$ cat src/rtl/ibex_pkg.sv
// Shared types for the load-return path: access size encoding and assembler states.
package ibex_pkg;

    typedef enum logic [1:0] {
        LD_BYTE = 2'd0,
        LD_HALF = 2'd1,
        LD_WORD = 2'd2
    } ld_size_e;

    typedef enum logic [1:0] {
        IDLE        = 2'd0,
        WAIT_FIRST  = 2'd1,
        WAIT_SECOND = 2'd2
    } ld_state_e;

    // The unused encoding 3 is folded onto a full word access.
    function automatic ld_size_e decode_size(input logic [1:0] raw);
        case (raw)
            2'd0:    return LD_BYTE;
            2'd1:    return LD_HALF;
            default: return LD_WORD;
        endcase
    endfunction

    function automatic logic needs_split(input logic [1:0] offset, input ld_size_e size);
        return ((size == LD_WORD) && (offset != 2'd0)) ||
               ((size == LD_HALF) && (offset == 2'd3));
    endfunction

endpackage

$ cat src/rtl/ibex_load_align_ext.sv
// Truncates an already rotated/merged load word to the access size and
// zero- or sign-extends it to 32 bits.
module ibex_load_align_ext
    import ibex_pkg::*;
(
    input  logic [31:0] data_i,
    input  logic [1:0]  size_i,
    input  logic        sign_i,
    output logic [31:0] data_o
);

    always_comb begin
        data_o = data_i;
        case (size_i)
            LD_BYTE: data_o = {{24{sign_i & data_i[7]}}, data_i[7:0]};
            LD_HALF: data_o = {{16{sign_i & data_i[15]}}, data_i[15:0]};
            default: data_o = data_i;
        endcase
    end

endmodule

$ cat src/rtl/ibex_load_data_assembler.sv
// Collects one or two bus response words for a load, aligns and extends the
// requested bytes, and presents them as a single registered result pulse.
//
// state       | meaning
// IDLE        | ready for a new load descriptor
// WAIT_FIRST  | descriptor captured, waiting for the first response word
// WAIT_SECOND | misaligned load, low bytes held in rdata_q, waiting for the second word
module ibex_load_data_assembler
    import ibex_pkg::*;
#(
    parameter int DataWidth = 32,
    parameter bit ErrSticky = 1'b1
) (
    input  logic        clk_i,
    input  logic        rst_ni,

    input  logic        req_valid_i,
    output logic        req_ready_o,
    input  logic [1:0]  req_offset_i,
    input  logic [1:0]  req_size_i,
    input  logic        req_sign_i,
    output logic        split_o,

    input  logic        rsp_valid_i,
    input  logic [31:0] rsp_rdata_i,
    input  logic        rsp_err_i,

    output logic        out_valid_o,
    output logic [31:0] out_rdata_o,
    output logic        out_err_o,
    output logic        busy_o
);

    if (DataWidth != 32) begin : g_width_check
        $error("ibex_load_data_assembler supports only DataWidth == 32");
    end

    ld_state_e   state_q, state_d;
    logic [1:0]  offset_q;
    ld_size_e    size_q;
    logic        sign_q;
    logic        split_q;
    logic [31:0] rdata_q;
    logic        err_q;
    logic        out_valid_q;
    logic [31:0] out_rdata_q;
    logic        out_err_q;

    logic        req_accept;
    logic        rsp_first_split;
    logic        rsp_final;
    logic [63:0] rdata_dup;
    logic [31:0] rot_first;
    logic [31:0] shift_first;
    logic [2:0]  hi_bytes;
    logic [31:0] merged;
    logic [31:0] final_word;
    logic [31:0] ext_data;
    logic        err_final;

    assign req_accept      = (state_q == IDLE) && req_valid_i;
    assign rsp_first_split = (state_q == WAIT_FIRST) && rsp_valid_i && split_q;
    assign rsp_final       = rsp_valid_i &&
                             (((state_q == WAIT_FIRST) && !split_q) || (state_q == WAIT_SECOND));

    assign rdata_dup   = {rsp_rdata_i, rsp_rdata_i} >> {offset_q, 3'b000};
    assign rot_first   = rdata_dup[31:0];
    assign shift_first = rsp_rdata_i >> {offset_q, 3'b000};

    // The first word contributed 4-offset bytes; the second word fills in above them.
    assign hi_bytes   = 3'd4 - {1'b0, offset_q};
    assign merged     = rdata_q | (rsp_rdata_i << {hi_bytes, 3'b000});
    assign final_word = (state_q == WAIT_SECOND) ? merged : rot_first;

    assign err_final = ErrSticky ? (err_q | rsp_err_i) : rsp_err_i;

    ibex_load_align_ext u_align_ext (
        .data_i (final_word),
        .size_i (size_q),
        .sign_i (sign_q),
        .data_o (ext_data)
    );

    always_ff @(posedge clk_i or negedge rst_ni) begin
        if (!rst_ni) begin
            state_q <= IDLE;
        end else begin
            state_q <= state_d;
        end
    end

    always_comb begin
        state_d = state_q;
        case (state_q)
            IDLE: begin
                if (req_valid_i) state_d = WAIT_FIRST;
            end
            WAIT_FIRST: begin
                if (rsp_valid_i) state_d = split_q ? WAIT_SECOND : IDLE;
            end
            WAIT_SECOND: begin
                if (rsp_valid_i) state_d = IDLE;
            end
            default: state_d = IDLE;
        endcase
    end

    always_comb begin
        req_ready_o = (state_q == IDLE);
        busy_o      = (state_q != IDLE);
        split_o     = split_q && (state_q != IDLE);
    end

    always_ff @(posedge clk_i or negedge rst_ni) begin
        if (!rst_ni) begin
            offset_q    <= 2'd0;
            size_q      <= LD_BYTE;
            sign_q      <= 1'b0;
            split_q     <= 1'b0;
            rdata_q     <= 32'd0;
            err_q       <= 1'b0;
            out_valid_q <= 1'b0;
            out_rdata_q <= 32'd0;
            out_err_q   <= 1'b0;
        end else begin
            out_valid_q <= rsp_final;
            if (req_accept) begin
                offset_q <= req_offset_i;
                size_q   <= decode_size(req_size_i);
                sign_q   <= req_sign_i;
                split_q  <= needs_split(req_offset_i, decode_size(req_size_i));
                rdata_q  <= 32'd0;
                err_q    <= 1'b0;
            end
            if (rsp_first_split) begin
                rdata_q <= shift_first;
                err_q   <= rsp_err_i;
            end
            if (rsp_final) begin
                out_rdata_q <= ext_data;
                out_err_q   <= err_final;
            end
        end
    end

    assign out_valid_o = out_valid_q;
    assign out_rdata_o = out_rdata_q;
    assign out_err_o   = out_err_q;

    a_no_illegal_size: assert property (@(posedge clk_i) disable iff (!rst_ni)
        req_accept |-> (req_size_i != 2'd3));

    a_no_rsp_in_idle: assert property (@(posedge clk_i) disable iff (!rst_ni)
        rsp_valid_i |-> (state_q != IDLE));

    a_single_pulse: assert property (@(posedge clk_i) disable iff (!rst_ni)
        out_valid_q |=> !out_valid_q);

    a_busy_state: assert property (@(posedge clk_i) disable iff (!rst_ni)
        busy_o == (state_q != IDLE));

endmodule
$ cat config.mk
export PLATFORM = sky130hd
export DESIGN_NAME = ibex_load_data_assembler
export DESIGN_NICKNAME = d
export VERILOG_FILES = /design/src/rtl/ibex_pkg.sv /design/src/rtl/ibex_load_align_ext.sv /design/src/rtl/ibex_load_data_assembler.sv
export SDC_FILE = /design/constraint.sdc
export NUM_CORES = 1
export LEC_CHECK = 0
export CORE_AREA = 2 2 103 105
export CTS_CLUSTER_SIZE = 12
export DETAILED_ROUTE_END_ITERATION = 10
export DIE_AREA = 0 0 105 107
export PLACE_DENSITY = 0.75
export SYNTH_ARGS = -nofsm -noshare
export SYNTH_HDL_FRONTEND = slang
export SYNTH_HIERARCHICAL = 1
export SYNTH_SLANG_ARGS = --single-unit
$ cat constraint.sdc
create_clock -name clk_i -period 3.7 [get_ports clk_i]
set_input_delay 0.555 -clock clk_i [delete_from_list [all_inputs] [get_ports clk_i]]
set_output_delay 0.555 -clock clk_i [all_outputs]
set_load 0.01 [all_outputs]
==> impl_results.md <==
* Final Power at 5.503 mW
* Antenna violations before repair at 0
* Via density at roughly 5.9
* Post-CTS Resized at 0
* Die Span X at roughly 110 um
* Crit share post-route at about four fifths
* Worst-path cell chain: buf_4, mux2i_1, mux2i_1, nand2_1, o21ai_0, mux2i_4, o21ai_0, mux2_4
* Root buffer cell: clkbuf_8
* Cells after synthesis at between 500 and 600
* Clock slew at reported path FFs at 0.09 ns
* Main flop type after synthesis: dfrtp_1
* Cts bufs inserted at 9
* Pin count of the biggest net entering global routing at 76
* Crit end category: flop
* Yosys warning total at 6
* Starting Density at around 49%
* Post-CTS setup buffers at 0
* Skew-Pair Late Insertion Delay at approximately 0.36 ns
* Post-synth EDFFs at 0
* DRC at 0
* Power density cells at approximately 930 mW/mm^2
* Worst path max stage delay at around 0.59 ns
* Post-route cell area at just under 0.006 mm^2
* HPWL Detailed at roughly 9600 um
* Top-count cell post-synth: nand2_1
* Slew Viols, Final at 0
* 1st-iter DRT viols at about 300
* DRT antenna net count at 0
* Final hold vios at 0
* Slowest CP cell: buf_4
* Crit Path Max Fanout at 74
* H-Tree Depth at 3
* Period minus WS final at ~3 ns
* Setup TNS at 0 ns
* Dpl cell area at between 0.005 and 0.006 mm^2
* Netlist cell types at 42
* Core area at slightly above 0.01 mm^2
* Synth Register Bits at 75
* Wire per inst at 18.32 um
* CP Data Required Time at ~4.0 ns
* Layout Skew at about 0.016 ns
* Syn Area/Cell at just under 9 um^2
* Die Y at 107 um
* Area leader, netlist: dfrtp_1
* List of most frequent post-synthesis cells: 112 x nand2_1, 82 x o21ai_0, 75 x dfrtp_1, 39 x a21oi_1, 27 x mux2_4
* Achievable Freq at 339.9 MHz
* Status: finished, final reports clean
* Seq/Total Area, Yosys at a little under two fifths
* Io pins at 79
* Max-Cap Viols at 0
* Share of the synthesized area in the top cell type at 38.07%
* FP Rows at 37
* Global route overflow at 0
* CP Launch Type: flop
* Final setup fails at 0
* Area delta synth->final at 19.82%
* First-pass GRT wire length at 22430 um
* Area of the mapped netlist at about 0.0049 mm^2
* Share of cells above drive strength 1 at between 10% and 20%
* VDD IR max at about 0.60 mV
* CTS tree: yes
* Max_slew headroom at roughly 35%
* I/O Buffers at between 70 and 80
* Worst slew pin tran at between 0.9 and 1 ns
* GRT Total Usage at between 20% and 30%
* Data arrival, critical path at 3.19 ns
* Detailed Route WL at roughly 14000 um
* CTS hold repair buffers at 0
* Drt first pass iters at 5
* RSZ-0062 raised after global routing: no
* Synthesized net count at a little over 600
* Sink Count at 75
* Nets at around 660
* ANT cells at 0
* Vias in the first global route at 4231
* Die ar. at 0.01124 mm^2
* Fraction of registers with async set/reset at between 90% and 100%
* Routability cong. at around 0.9
* Vias at approximately 4400
* Worst hold path type: in2async
* Leak at about 2.7 nW
* Area contributors post-synth: dfrtp_1 38%, nand2_1 8.5%, o21ai_0 8.3%, mux2_4 8.2%, a21oi_1 4.0%
* Critical path type: reg2reg
* Maximum clock insertion buffer count at 2
-- worst paths after layout --
| check | startpoint | end | slack, ns | depth (start not counted) |
|---|---|---|---|---|
| setup / recovery | offset_q[0] | out_rdata_o[30] | 0.76 | 8 |
| hold / removal | rst_ni | rdata_q[4] | 0.34 | 1 |
| setup reg to reg | offset_q[0] | out_rdata_o[30] | 0.76 | 8 |
| hold reg to reg | rdata_q[3] | rdata_q[3] | 0.49 | 2 |
| max in group asynchronous | rst_ni | offset_q[0] | 2.67 | 1 |
| min in group clk_i | rdata_q[3] | rdata_q[3] | 0.49 | 2 |
-- through the flow --
stage               utilization (%)  std cells  setup WS (ns)  hold WS (ns)
floorplan                         -        564         0.9896        0.2594
global placement              56.41        742         0.8723        0.4620
detailed placement            56.41        742         0.8540        0.4736
CTS                           58.53        757         0.8799        0.3963
global route                  58.53        757         0.5817        0.4349
finish                        58.53        757         0.7576        0.3413
-- registers in the layout (all words and copies together), names as in the netlist --
signal	count
out_rdata_o	32
rdata_q	32
offset_q	2
size_q	2
state_q	2
err_q	1
out_err_o	1
out_valid_o	1
sign_q	1
split_q	1
-- where the power goes --
| part | switching (mW) | internal [mW] |
|---|---|---|
| logic | 1.83 | 1.53 |
| registers | 0.286 | 1.15 |
| clock network | 0.323 | 0.379 |
-- critical path, delay by kind of cell (launching register included) --
kind            cells  cell delay, ns
buf+inv             1            0.59
flops               1            0.35
compound gates      2            0.39
mux                 4            1.37
simple gates        1            0.09
-- cells in the final DEF, fill, tap and decap left out, types with 11 or more instances in the layout --
cell type,n
nor2_1,23
dfrtp_1,74
a211oi_1,15
inv_1,12
nand2_1,112
mux2_2,12
o21ai_0,82
mux2_4,27
clkdlybuf4s50_1,77
nor3_1,12
buf_4,11
mux2i_1,19
a21oi_1,39
nand2b_1,21
-- metal layers --
| metal | vias to the layer above | part of all wire, % | global-route usage, % |
|---|---|---|---|
| li1 | 2091 | - | - |
| met1 | 2134 | 44 | 34.25 |
| met2 | 195 | 47 | 40.82 |
| met3 | 24 | 6.5 | 5.106 |
| met4 | 0 | 2.4 | 8.190 |
| met5 | - | 0 | 0 |
-- cell families (layout without fill, tap and decap cells) --
group | count (synthesis) | in the layout | share of synthesized area (%)
DFF | 75 | 75 | 38.07
and+or+nand+nor | 184 | 184 | 16.93
AOI/OAI and AO/OA | 184 | 184 | 22.46
adders and majority gates | 2 | 2 | 0.5075
muxes | 59 | 59 | 15.28
buffers and inverters | 60 | 117 | 6.751
-- area by class of cell --
cell class	instances	area, um^2
inverter	13	48.80
multi-input combinational	429	2723
timing repair buffer	89	873.3
clock inverter	6	90.09
fill	927	4185
clock buffer	9	123.9
tap	136	170.2
sequential	75	1878
No activity file was read; power rests on OpenSTA's default activity.
